**src/rtl/regfile_dump_if.sv**
```systemverilog
// Handshake/bus bundle between the register-file dump reader and its
// surroundings: control inputs, the third register-file read port and the
// {index, value} output stream.
interface regfile_dump_if #(
  parameter int AW = 5,
  parameter int DW = 32
);
  logic          start;
  logic          abort;
  logic [AW-1:0] lo;
  logic [AW-1:0] hi;
  logic [AW-1:0] ra;
  logic [DW-1:0] rd;
  logic          out_valid;
  logic          out_ready;
  logic [AW-1:0] out_addr;
  logic [DW-1:0] out_data;
  logic          busy;
  logic          done;

  // Environment side: control, register-file read data and stream consumer.
  modport master (
    output start, abort, lo, hi, rd, out_ready,
    input  ra, out_valid, out_addr, out_data, busy, done
  );

  // Dump reader side.
  modport slave (
    input  start, abort, lo, hi, rd, out_ready,
    output ra, out_valid, out_addr, out_data, busy, done
  );
endinterface

```
**src/rtl/regfile_dump.sv**
```systemverilog
// Sequential register-file reader: walks indices lo..hi through one
// combinational read port and streams {index, value} pairs over valid/ready.
// Never writes the register file.
module regfile_dump #(
  parameter int AW = 5,
  parameter int DW = 32
) (
  input logic          clk,
  input logic          rst,
  regfile_dump_if.slave bus
);

  typedef enum logic [1:0] {
    IDLE,
    READ,
    SEND,
    FIN
  } state_e;

  state_e        state_q, state_d;
  logic [AW-1:0] ra_q, ra_d;
  logic [AW-1:0] last_q, last_d;
  logic [AW-1:0] out_addr_q, out_addr_d;
  logic [DW-1:0] out_data_q, out_data_d;
  logic          out_valid_q, out_valid_d;

  logic          handshake;

  assign handshake = out_valid_q & bus.out_ready;

  // State register and datapath flops; reset clears everything immediately.
  always_ff @(posedge clk or posedge rst) begin
    if (rst) begin
      state_q     <= IDLE;
      ra_q        <= '0;
      last_q      <= '0;
      out_addr_q  <= '0;
      out_data_q  <= '0;
      out_valid_q <= 1'b0;
    end else begin
      state_q     <= state_d;
      ra_q        <= ra_d;
      last_q      <= last_d;
      out_addr_q  <= out_addr_d;
      out_data_q  <= out_data_d;
      out_valid_q <= out_valid_d;
    end
  end

  // Next-state and datapath update; abort overrides every other transition.
  always_comb begin
    state_d     = state_q;
    ra_d        = ra_q;
    last_d      = last_q;
    out_addr_d  = out_addr_q;
    out_data_d  = out_data_q;
    out_valid_d = out_valid_q;

    unique case (state_q)
      IDLE: begin
        if (bus.start) begin
          if (bus.lo <= bus.hi) begin
            last_d  = bus.hi;
            ra_d    = bus.lo;
            state_d = READ;
          end else begin
            state_d = FIN;
          end
        end
      end
      READ: begin
        out_data_d  = bus.rd;
        out_addr_d  = ra_q;
        out_valid_d = 1'b1;
        state_d     = SEND;
      end
      SEND: begin
        if (handshake) begin
          out_valid_d = 1'b0;
          if (ra_q == last_q) begin
            state_d = FIN;
          end else begin
            ra_d    = ra_q + AW'(1);
            state_d = READ;
          end
        end
      end
      FIN: begin
        state_d = IDLE;
      end
    endcase

    // Abort freezes the datapath (including a start seen in IDLE) and only
    // drops the valid flag, so the presented word keeps its last value.
    if (bus.abort) begin
      state_d     = IDLE;
      ra_d        = ra_q;
      last_d      = last_q;
      out_addr_d  = out_addr_q;
      out_data_d  = out_data_q;
      out_valid_d = 1'b0;
    end
  end

  assign bus.ra        = ra_q;
  assign bus.out_valid = out_valid_q;
  assign bus.out_addr  = out_addr_q;
  assign bus.out_data  = out_data_q;
  assign bus.busy      = (state_q == READ) || (state_q == SEND);
  // An abort landing in the FIN cycle suppresses the completion pulse.
  assign bus.done      = (state_q == FIN) && !bus.abort;

endmodule

```
**src/flat_wrapper.sv**
```systemverilog
// flat-port wrapper written by rule: the top's interface ports become plain ports
module regfile_dump_flat 
#(
  parameter int AW = 5,
  parameter int DW = 32
)
  (clk, rst, bus_start, bus_abort, bus_lo, bus_hi, bus_rd, bus_out_ready, bus_ra, bus_out_valid, bus_out_addr, bus_out_data, bus_busy, bus_done);
  regfile_dump_if #(.AW(AW), .DW(DW)) bus_i ();
  input logic clk;
  input logic rst;
  input wire logic [$bits(bus_i.start)-1:0] bus_start;
  input wire logic [$bits(bus_i.abort)-1:0] bus_abort;
  input wire logic [$bits(bus_i.lo)-1:0] bus_lo;
  input wire logic [$bits(bus_i.hi)-1:0] bus_hi;
  input wire logic [$bits(bus_i.rd)-1:0] bus_rd;
  input wire logic [$bits(bus_i.out_ready)-1:0] bus_out_ready;
  output wire logic [$bits(bus_i.ra)-1:0] bus_ra;
  output wire logic [$bits(bus_i.out_valid)-1:0] bus_out_valid;
  output wire logic [$bits(bus_i.out_addr)-1:0] bus_out_addr;
  output wire logic [$bits(bus_i.out_data)-1:0] bus_out_data;
  output wire logic [$bits(bus_i.busy)-1:0] bus_busy;
  output wire logic [$bits(bus_i.done)-1:0] bus_done;
  assign bus_i.start = bus_start;
  assign bus_i.abort = bus_abort;
  assign bus_i.lo = bus_lo;
  assign bus_i.hi = bus_hi;
  assign bus_i.rd = bus_rd;
  assign bus_i.out_ready = bus_out_ready;
  assign bus_ra = bus_i.ra;
  assign bus_out_valid = bus_i.out_valid;
  assign bus_out_addr = bus_i.out_addr;
  assign bus_out_data = bus_i.out_data;
  assign bus_busy = bus_i.busy;
  assign bus_done = bus_i.done;
  regfile_dump #(.AW(AW), .DW(DW)) u_core (.clk(clk), .rst(rst), .bus(bus_i));
endmodule
```
**config.mk**
```make
export PLATFORM = sky130hd
export DESIGN_NAME = regfile_dump_flat
export DESIGN_NICKNAME = d
export VERILOG_FILES = /design/src/rtl/regfile_dump_if.sv /design/src/rtl/regfile_dump.sv /design/src/flat_wrapper.sv
export SDC_FILE = /design/constraint.sdc
export NUM_CORES = 1
export LEC_CHECK = 0
export CORE_ASPECT_RATIO = 1.4
export CORE_MARGIN = 2
export CORE_UTILIZATION = 47
export DETAILED_ROUTE_END_ITERATION = 10
export PLACE_DENSITY = 0.89
export SLEW_MARGIN = 20
export SYNTH_ARGS = -nofsm -noshare
export SYNTH_HDL_FRONTEND = slang
export SYNTH_SLANG_ARGS = --single-unit
```
**constraint.sdc**
```tcl
create_clock -name clk -period 4.2 [get_ports clk]
set_input_delay 1.26 -clock clk [delete_from_list [all_inputs] [get_ports clk]]
set_output_delay 1.26 -clock clk [all_outputs]
set_load 0.1 [all_outputs]
```
## Yosys cells after proc, flatten, opt, wreduce, memory -nomap -nowiden

Cells that the tools add are included.

| storage, ports and cells | value |
|---|---|
| flip-flop bits (word level) | 50 |
| input bits | 47 |
| output and inout bits | 45 |
| logic and storage cells | 45 |

| cells by class | value |
|---|---|
| add/subtract/negate cells | 1 |
| $lt $le $gt $ge | 1 |
| equality and inequality tests | 10 |
| muxes and demuxes | 14 |
| bitwise gates (word level) | 2 |
| reductions and logical operators | 11 |

Operator list:

| operator | count |
|---|---|
| 5-bit 2-to-1 mux | 4 |
| 2-bit 2-to-1 mux | 5 |
| 5-bit one-hot mux with 2 select lines | 1 |
| 2-bit one-hot mux with 4 select lines | 1 |
| 2-bit AND reduction | 3 |
| 6-bit AND reduction | 1 |
| 5-bit by 1-bit adder with 5-bit output, second input constant | 1 |
| 5-bit == test | 1 |
| 5-bit less-or-equal comparator | 1 |
| 2-bit == test, second input constant | 2 |
| 2-bit by 1-bit != test with 1-bit output, second input constant | 2 |
| 2-bit != test, second input constant | 2 |
| 4-bit AND reduction | 1 |
| 3-bit by 2-bit != test with 1-bit output, second input constant | 1 |
| 3-bit != test, second input constant | 1 |
| 3-bit nonzero test | 1 |
| 2-bit by 1-bit == test with 1-bit output, second input constant | 1 |
| 2-bit logical NOT | 1 |
| 1-bit 2-to-1 mux | 2 |
| 1-bit one-hot mux with 2 select lines | 1 |
| 2-bit nonzero test | 1 |
| 1-bit AND | 1 |
| 1-bit logical AND | 1 |
| 1-bit logical NOT | 1 |
| other kinds (2) | 2 |

## Logic depth before layout (Yosys ltp)

Gate-level depths: netlist of the first run.

| logic depth | value |
|---|---|
| word-level depth | 5 |
| depth in mapped cells | 8 |
| depth with buffers taken out | 7 |

## Worst setup path after synthesis of the first run

No wires, ideal clock.

| path | value |
|---|---|
| kind | in2out |
| start point | input bus_abort |
| end point | output bus_done |
| data arrival time | 2.595 ns |
| data required time | 2.940 ns |
| path slack | 0.345 ns |
| stages | 1 |
| cells stage by stage | nor2b_1 |

| on the way | value |
|---|---|
| cells in the longest elaborated chain, start to end | 2 |

RTL lines:

| what | RTL line | RTL |
|---|---|---|
| start, declared | flat_wrapper.sv:12 | `input wire logic [$bits(bus_i.abort)-1:0] bus_abort;` |
| 1-bit logical NOT | regfile_dump.sv:111 | `assign bus.done = (state_q == FIN) && !bus.abort;` |
| 1-bit logical AND | regfile_dump.sv:111 |  |
| end, declared | flat_wrapper.sv:22 | `output wire logic [$bits(bus_i.done)-1:0] bus_done;` |

No other way between the ends.

## Worst setup path after layout of the first run

Same ends and word-level chain as after synthesis.

==> results of run 1 <==
-- how the worst min path moves through the flow --
| stage | endpoint | depth (start not counted) | from |
|---|---|---|---|
| 5_1_grt | u_core.bus.out_data[1] | 1 | u_core.bus.out_data[1] |
| 3_5_place_dp | u_core.bus.out_data[31] | 1 | u_core.bus.out_data[31] |
| 2_1_floorplan | u_core.last_q[0] | 1 | u_core.last_q[0] |
| 3_3_place_gp | u_core.bus.out_data[10] | 1 | u_core.bus.out_data[10] |
| 6_report | u_core.bus.out_data[29] | 1 | u_core.bus.out_data[29] |
| 4_1_cts | u_core.bus.out_data[31] | 1 | u_core.bus.out_data[31] |
-- placed cells by master, fill, tap and decap left out, types with 2 or more instances in the layout --
master / Yosys / final
clkdlybuf4s50_1: 0 / 89
inv_1: 10 / 9
o21bai_1: 2 / 2
a41oi_1: 3 / 3
buf_4: 0 / 2
dfrtp_1: 50 / 50
nor2b_1: 4 / 3
nand2b_1: 2 / 2
nor2_1: 4 / 4
nand4_1: 4 / 4
xor2_1: 4 / 4
nand2_1: 5 / 5
a21oi_1: 7 / 7
mux2i_1: 2 / 2
clkbuf_8: 0 / 5
mux2_4: 5 / 5
nand3_1: 4 / 4
mux2_2: 37 / 37
ha_1: 10 / 10
-- synth_stat cells (all sizes together) (2+ instances only) --
master  count  area [um2]
dfrtp      50        1250
nor3        2        15.0
inv        10        37.5
nor2b       4        25.0
ha         10         125
a41oi       3        26.3
nand2       5        18.8
mux2       42         492
nor2        4        15.0
nand2b      2        12.5
xor2        4        35.0
buf         6        42.5
nand4       4        25.0
mux2i       2        20.0
a21oi       7        35.0
nand3       5        37.5
o21bai      2        15.0
-- flip-flops by register name (all words and copies together), names as in the netlist --
register	count
u_core.bus.out_valid	1
u_core.bus.out_data	32
u_core.bus.ra	5
u_core.bus.out_addr	5
u_core.state_q	2
u_core.last_q	5
-- cell type report --
class | instances | area, um2
tap | 64 | 80.1
clock inverter | 2 | 37.5
timing repair buffer | 92 | 926
sequential | 50 | 1250
multi-input combinational | 109 | 1040
fill | 348 | 1390
clock buffer | 6 | 72.6
inverter | 10 | 38.8
-- per-stage QoR --
| stage | instances | worst slack, ns | utilization (%) | instance area (um2) | hold slack (ns) |
|---|---|---|---|---|---|
| after detailed placement | 325 | 0.646 | 69.0 | 3340 | 0.495 |
| after global routing | 333 | 0.602 | 71.3 | 3450 | 0.531 |
| after floorplan | 176 | 0.345 | - | 2370 | 0.502 |
| final | 333 | 0.663 | 71.3 | 3450 | 0.508 |
| after global placement | 325 | 0.658 | 69.0 | 3340 | 0.487 |
| after CTS | 333 | 0.650 | 71.2 | 3450 | 0.515 |
-- logic make-up after synthesis --
| family | Yosys count | share of synthesized area [%] |
|---|---|---|
| flip-flops | 50 | 52.7 |
| AO/OA/AOI/OAI | 20 | 6.70 |
| multiplexers | 44 | 21.6 |
| buffers and inverters | 17 | 3.53 |
| XOR/XNOR | 5 | 1.85 |
| adder cells (fa/ha/maj) | 10 | 5.27 |
| AND/OR/NAND/NOR | 30 | 8.33 |
-- worst register-to-register path, stage by stage (launching register included) --
cell and delay, ns:
dfrtp_1 0.42, inv_1 0.09, ha_1 0.52, o21bai_1 0.21, nor3_2 0.43, and3_4 0.29, o211ai_2 0.07
-- layer usage --
metal	vias up	wire, um
li1	812	-
met1	816	1960
met2	58	2540
met3	4	253
met4	0	76
met5	-	0
==> impl_metrics.ini, run 1 <==
[yosys]
synth_edf_count = 0
synth.ff_latch_count = 50
netlist_instances = 176
synth_nets = 233
yosysSeqAreaShare_pct = 52.7
synth.cell_area_mm2 = 0.00237
synth_cell_types = 35
synth.avg_cell_area_um2 = 13.5
ys_warn_count = 0
synth_ff_type = dfrtp_1
async_reset_ff_share_pct = 100

[clocking]
clockRootBuffer = clkbuf_8
tritoncts = done
htreeDepth = 2
cts_resized = 0
cts.sinks = 50
cts_setup_buffers = 0
cts_buffers = 5
cts_max_path_buffers = 2
cts_hold_repair.buffers = 0
clk_pin_slew_worst_paths_ns = 0.08
clk_latency_ns = 0.29

[setup_path]
cp_slowest_cell = clkdlybuf4s50_1
path_max_fanout = 6
path_buf_inv = 2
critPathLaunchType = input port
r2r_end = u_core.bus.ra[0]
cp_cell_sequence = clkdlybuf4s50_1 > nor2b_1 > buf_12
critical-path-max-stage-delay_ns = 0.55
endpoint_kind = output pin
reg2reg_from = u_core.state_q[0]
required_ns = 2.94
ff2ff_path_depth = 6
endpoint = bus_done
path_class = in -> out
arrival_ns = 2.28
cp-startpoint = bus_abort
worst-path-stages = 3
reg2reg_slack_ns = 2.05
path_delay_family = buffers and inverters

[timing]
fmax_mhz = 283
period_needed_ns = 3.54
worst_slew_pin_slew_ns = 0.985
timing.final.max_slew_violations = 0
finalHoldViolations = 0
setup-violations-final = 0
final.setup.tns_ns = 0
fin_skew_ns = 0.00429
fin_crit_sh_pct = 84.2
rsz0062_at_grt = false
maxSlewHeadroom_pct = 34.1

[global_route]
gr-total-overflow = 0
grt_use_met2_pct = 31.1
grt_max_degree = 51
met3_usage_pct = 2.70
grt_pass1_vias = 1720
antenna_found_initial = 0
grt_pass1_wl_um = 7990
grt.busiest_layer = met2
track_usage_pct = 18.0
met1_usage_pct = 22.6

[worst_hold_path]
holdCritPathClass = reg -> reg

[cells_and_area]
finalNetCount = 325
n_antenna_cell = 0
syn_to_final_growth_pct = 45.5
final_layout_size_suffix_gt1_share_pct = 23.0

[routing]
remaining_drc_errors = 0
totalWireLength_um = 4830
drt_pass1_iterations = 4
routed-via-count = 1690
vias_per_cell = 5.08
drtIter0Drc = 44
ant_nets = 0
routedWlPerCell_um = 14.5

[floorplanning]
initial_utilization_pct = 49.0
die-area_mm2 = 0.00564
coreArea_mm2 = 0.00484
die_y_um = 88.1
die_x_um = 64.0
io_pins = 92
rows = 30

[outcome]
status = finished, final reports clean

[placed_design]
place_congestion = 0.818
portBuffers = 91
hpwl_um = 3680

[job]
maxCapViolCount = 0
Power of run 1 is not shown: default switching activity piles up to over one toggle a cycle in this logic, so the estimate is an artifact.
==> run 2, diff against run 1 <==
- CORE_UTILIZATION: 47 -> 39
- PLACE_DENSITY: 0.89 -> 0.8
- clock period: 4.2 -> 3.1 ns (I/O delays scaled with it)
==> impl_metrics.ini, run 2 (synthesis results as in run 1) <==
[setup_path]
cp_cell_sequence = clkdlybuf4s50_1 > inv_1 > ha_1 > nand4_1 > or2_1 > nand2_1 > and4b_1 > buf_4 > mux2_4
required_ns = 3.29
critPathLaunchType = input port
critical-path-max-stage-delay_ns = 0.47
path_max_fanout = 5
reg2reg_slack_ns = 1.24
path_class = in -> reg
endpoint_kind = flip-flop
arrival_ns = 2.90
cp_slowest_cell = clkdlybuf4s50_1

[routing]
drtIter0Drc = 55
routed-via-count = 1718
ant_nets = 0
wl_met1_um = 1960
totalWireLength_um = 5000
routed-wl-met3_um = 292
drt_pass1_iterations = 4
wl_met2_um = 2650
vias_per_cell = 5.01
remaining_drc_errors = 0
top_layer = met4
routedWlPerCell_um = 14.6

[floorplanning]
rows = 33
io_pins = 92
initial_utilization_pct = 40.5
die-area_mm2 = 0.00673
die_x_um = 69.9
die_y_um = 96.3
coreArea_mm2 = 0.00586

[outcome]
status = finished, final reports clean

[clocking]
cts_hold_repair.buffers = 0
clk_pin_slew_worst_paths_ns = 0.09
cts_max_path_buffers = 2
htreeDepth = 2
cts_resized = 0
clockRootBuffer = clkbuf_8
cts.sinks = 50
tritoncts = done
clk_latency_ns = 0.30
cts_buffers = 5
cts_setup_buffers = 0

[timing]
final.setup.tns_ns = 0
maxSlewHeadroom_pct = 67.6
period_needed_ns = 2.72
fin_crit_sh_pct = 87.6
fin_skew_ns = 0.00833
worst_slew_pin_slew_ns = 0.485
finalHoldViolations = 0
fmax_mhz = 368
rsz0062_at_grt = false
setup-violations-final = 0
timing.final.max_slew_violations = 0

[placed_design]
hpwl_um = 3860
place_congestion = 0.766
portBuffers = 91

[global_route]
grt_max_degree = 38
antenna_found_initial = 0
grt_pass1_vias = 1736
grt_pass1_wl_um = 8210
track_usage_pct = 15.4
gr-total-overflow = 0

[cells_and_area]
n_antenna_cell = 0
finalNetCount = 330
largest_reg_flops = 32
final_common_cell = dfrtp_1
final_cell_mix = 50 x dfrtp_1, 49 x buf_4, 46 x clkdlybuf4s50_1, 37 x mux2_2, 10 x ha_1
final_layout_size_suffix_gt1_share_pct = 40.7
syn_to_final_growth_pct = 43.5

[job]
maxCapViolCount = 0

[worst_hold_path]
holdCritPathClass = reg -> reg
-- run 2: final timing paths --
check                                        from                     end  cells past startpoint
max                                     bus_hi[4]        u_core.last_q[1]                      9
min                        u_core.bus.out_data[7]  u_core.bus.out_data[7]                      1
max reg2reg                     u_core.state_q[0]        u_core.bus.ra[0]                      7
min reg2reg                u_core.bus.out_data[7]  u_core.bus.out_data[7]                      1
max in group asynchronous                     rst  u_core.bus.out_data[9]                      3
min in group asynchronous                     rst        u_core.bus.ra[0]                      2
-- run 2: final cells by class --
type	count	area (um2)
clock buffer	6	82.6
fill	491	2460
sequential	50	1250
timing repair buffer	97	868
inverter	10	37.5
tap	70	87.6
multi-input combinational	109	1050
clock inverter	1	30.0
-- run 2: critical path, delay by kind of cell --
kind / cells / cell delay, ns
mux: 1 / 0.30
simple gates: 4 / 0.69
fa+ha+maj: 1 / 0.31
buf+inv: 3 / 0.67
-- run 2: layer usage --
layer,track usage [%],vias up
met3,3.35,8
met4,6.09,0
met1,18.0,831
met2,27.6,60
li1,-,819
met5,0,-
-- run 2: through the flow --
step	std cells	util, %	instance area [um2]	hold WS [ns]	setup slack (ns)
after floorplan	176	-	2370	0.502	0.445
after global placement	336	56.1	3290	0.492	0.0952
after detailed placement	336	56.1	3290	0.496	0.0442
after CTS	343	58.1	3400	0.516	0.371
after global routing	343	58.1	3400	0.532	0.306
final	343	58.1	3400	0.512	0.384
Power of run 2 is left out for the same reason.
==> run 3, diff against run 2 <==
- TNS_END_PERCENT: default -> 30
==> results of run 3 <==
Final layout, timing and power as in run 2 (identical DEF).
Power of run 3 is left out for the same reason.
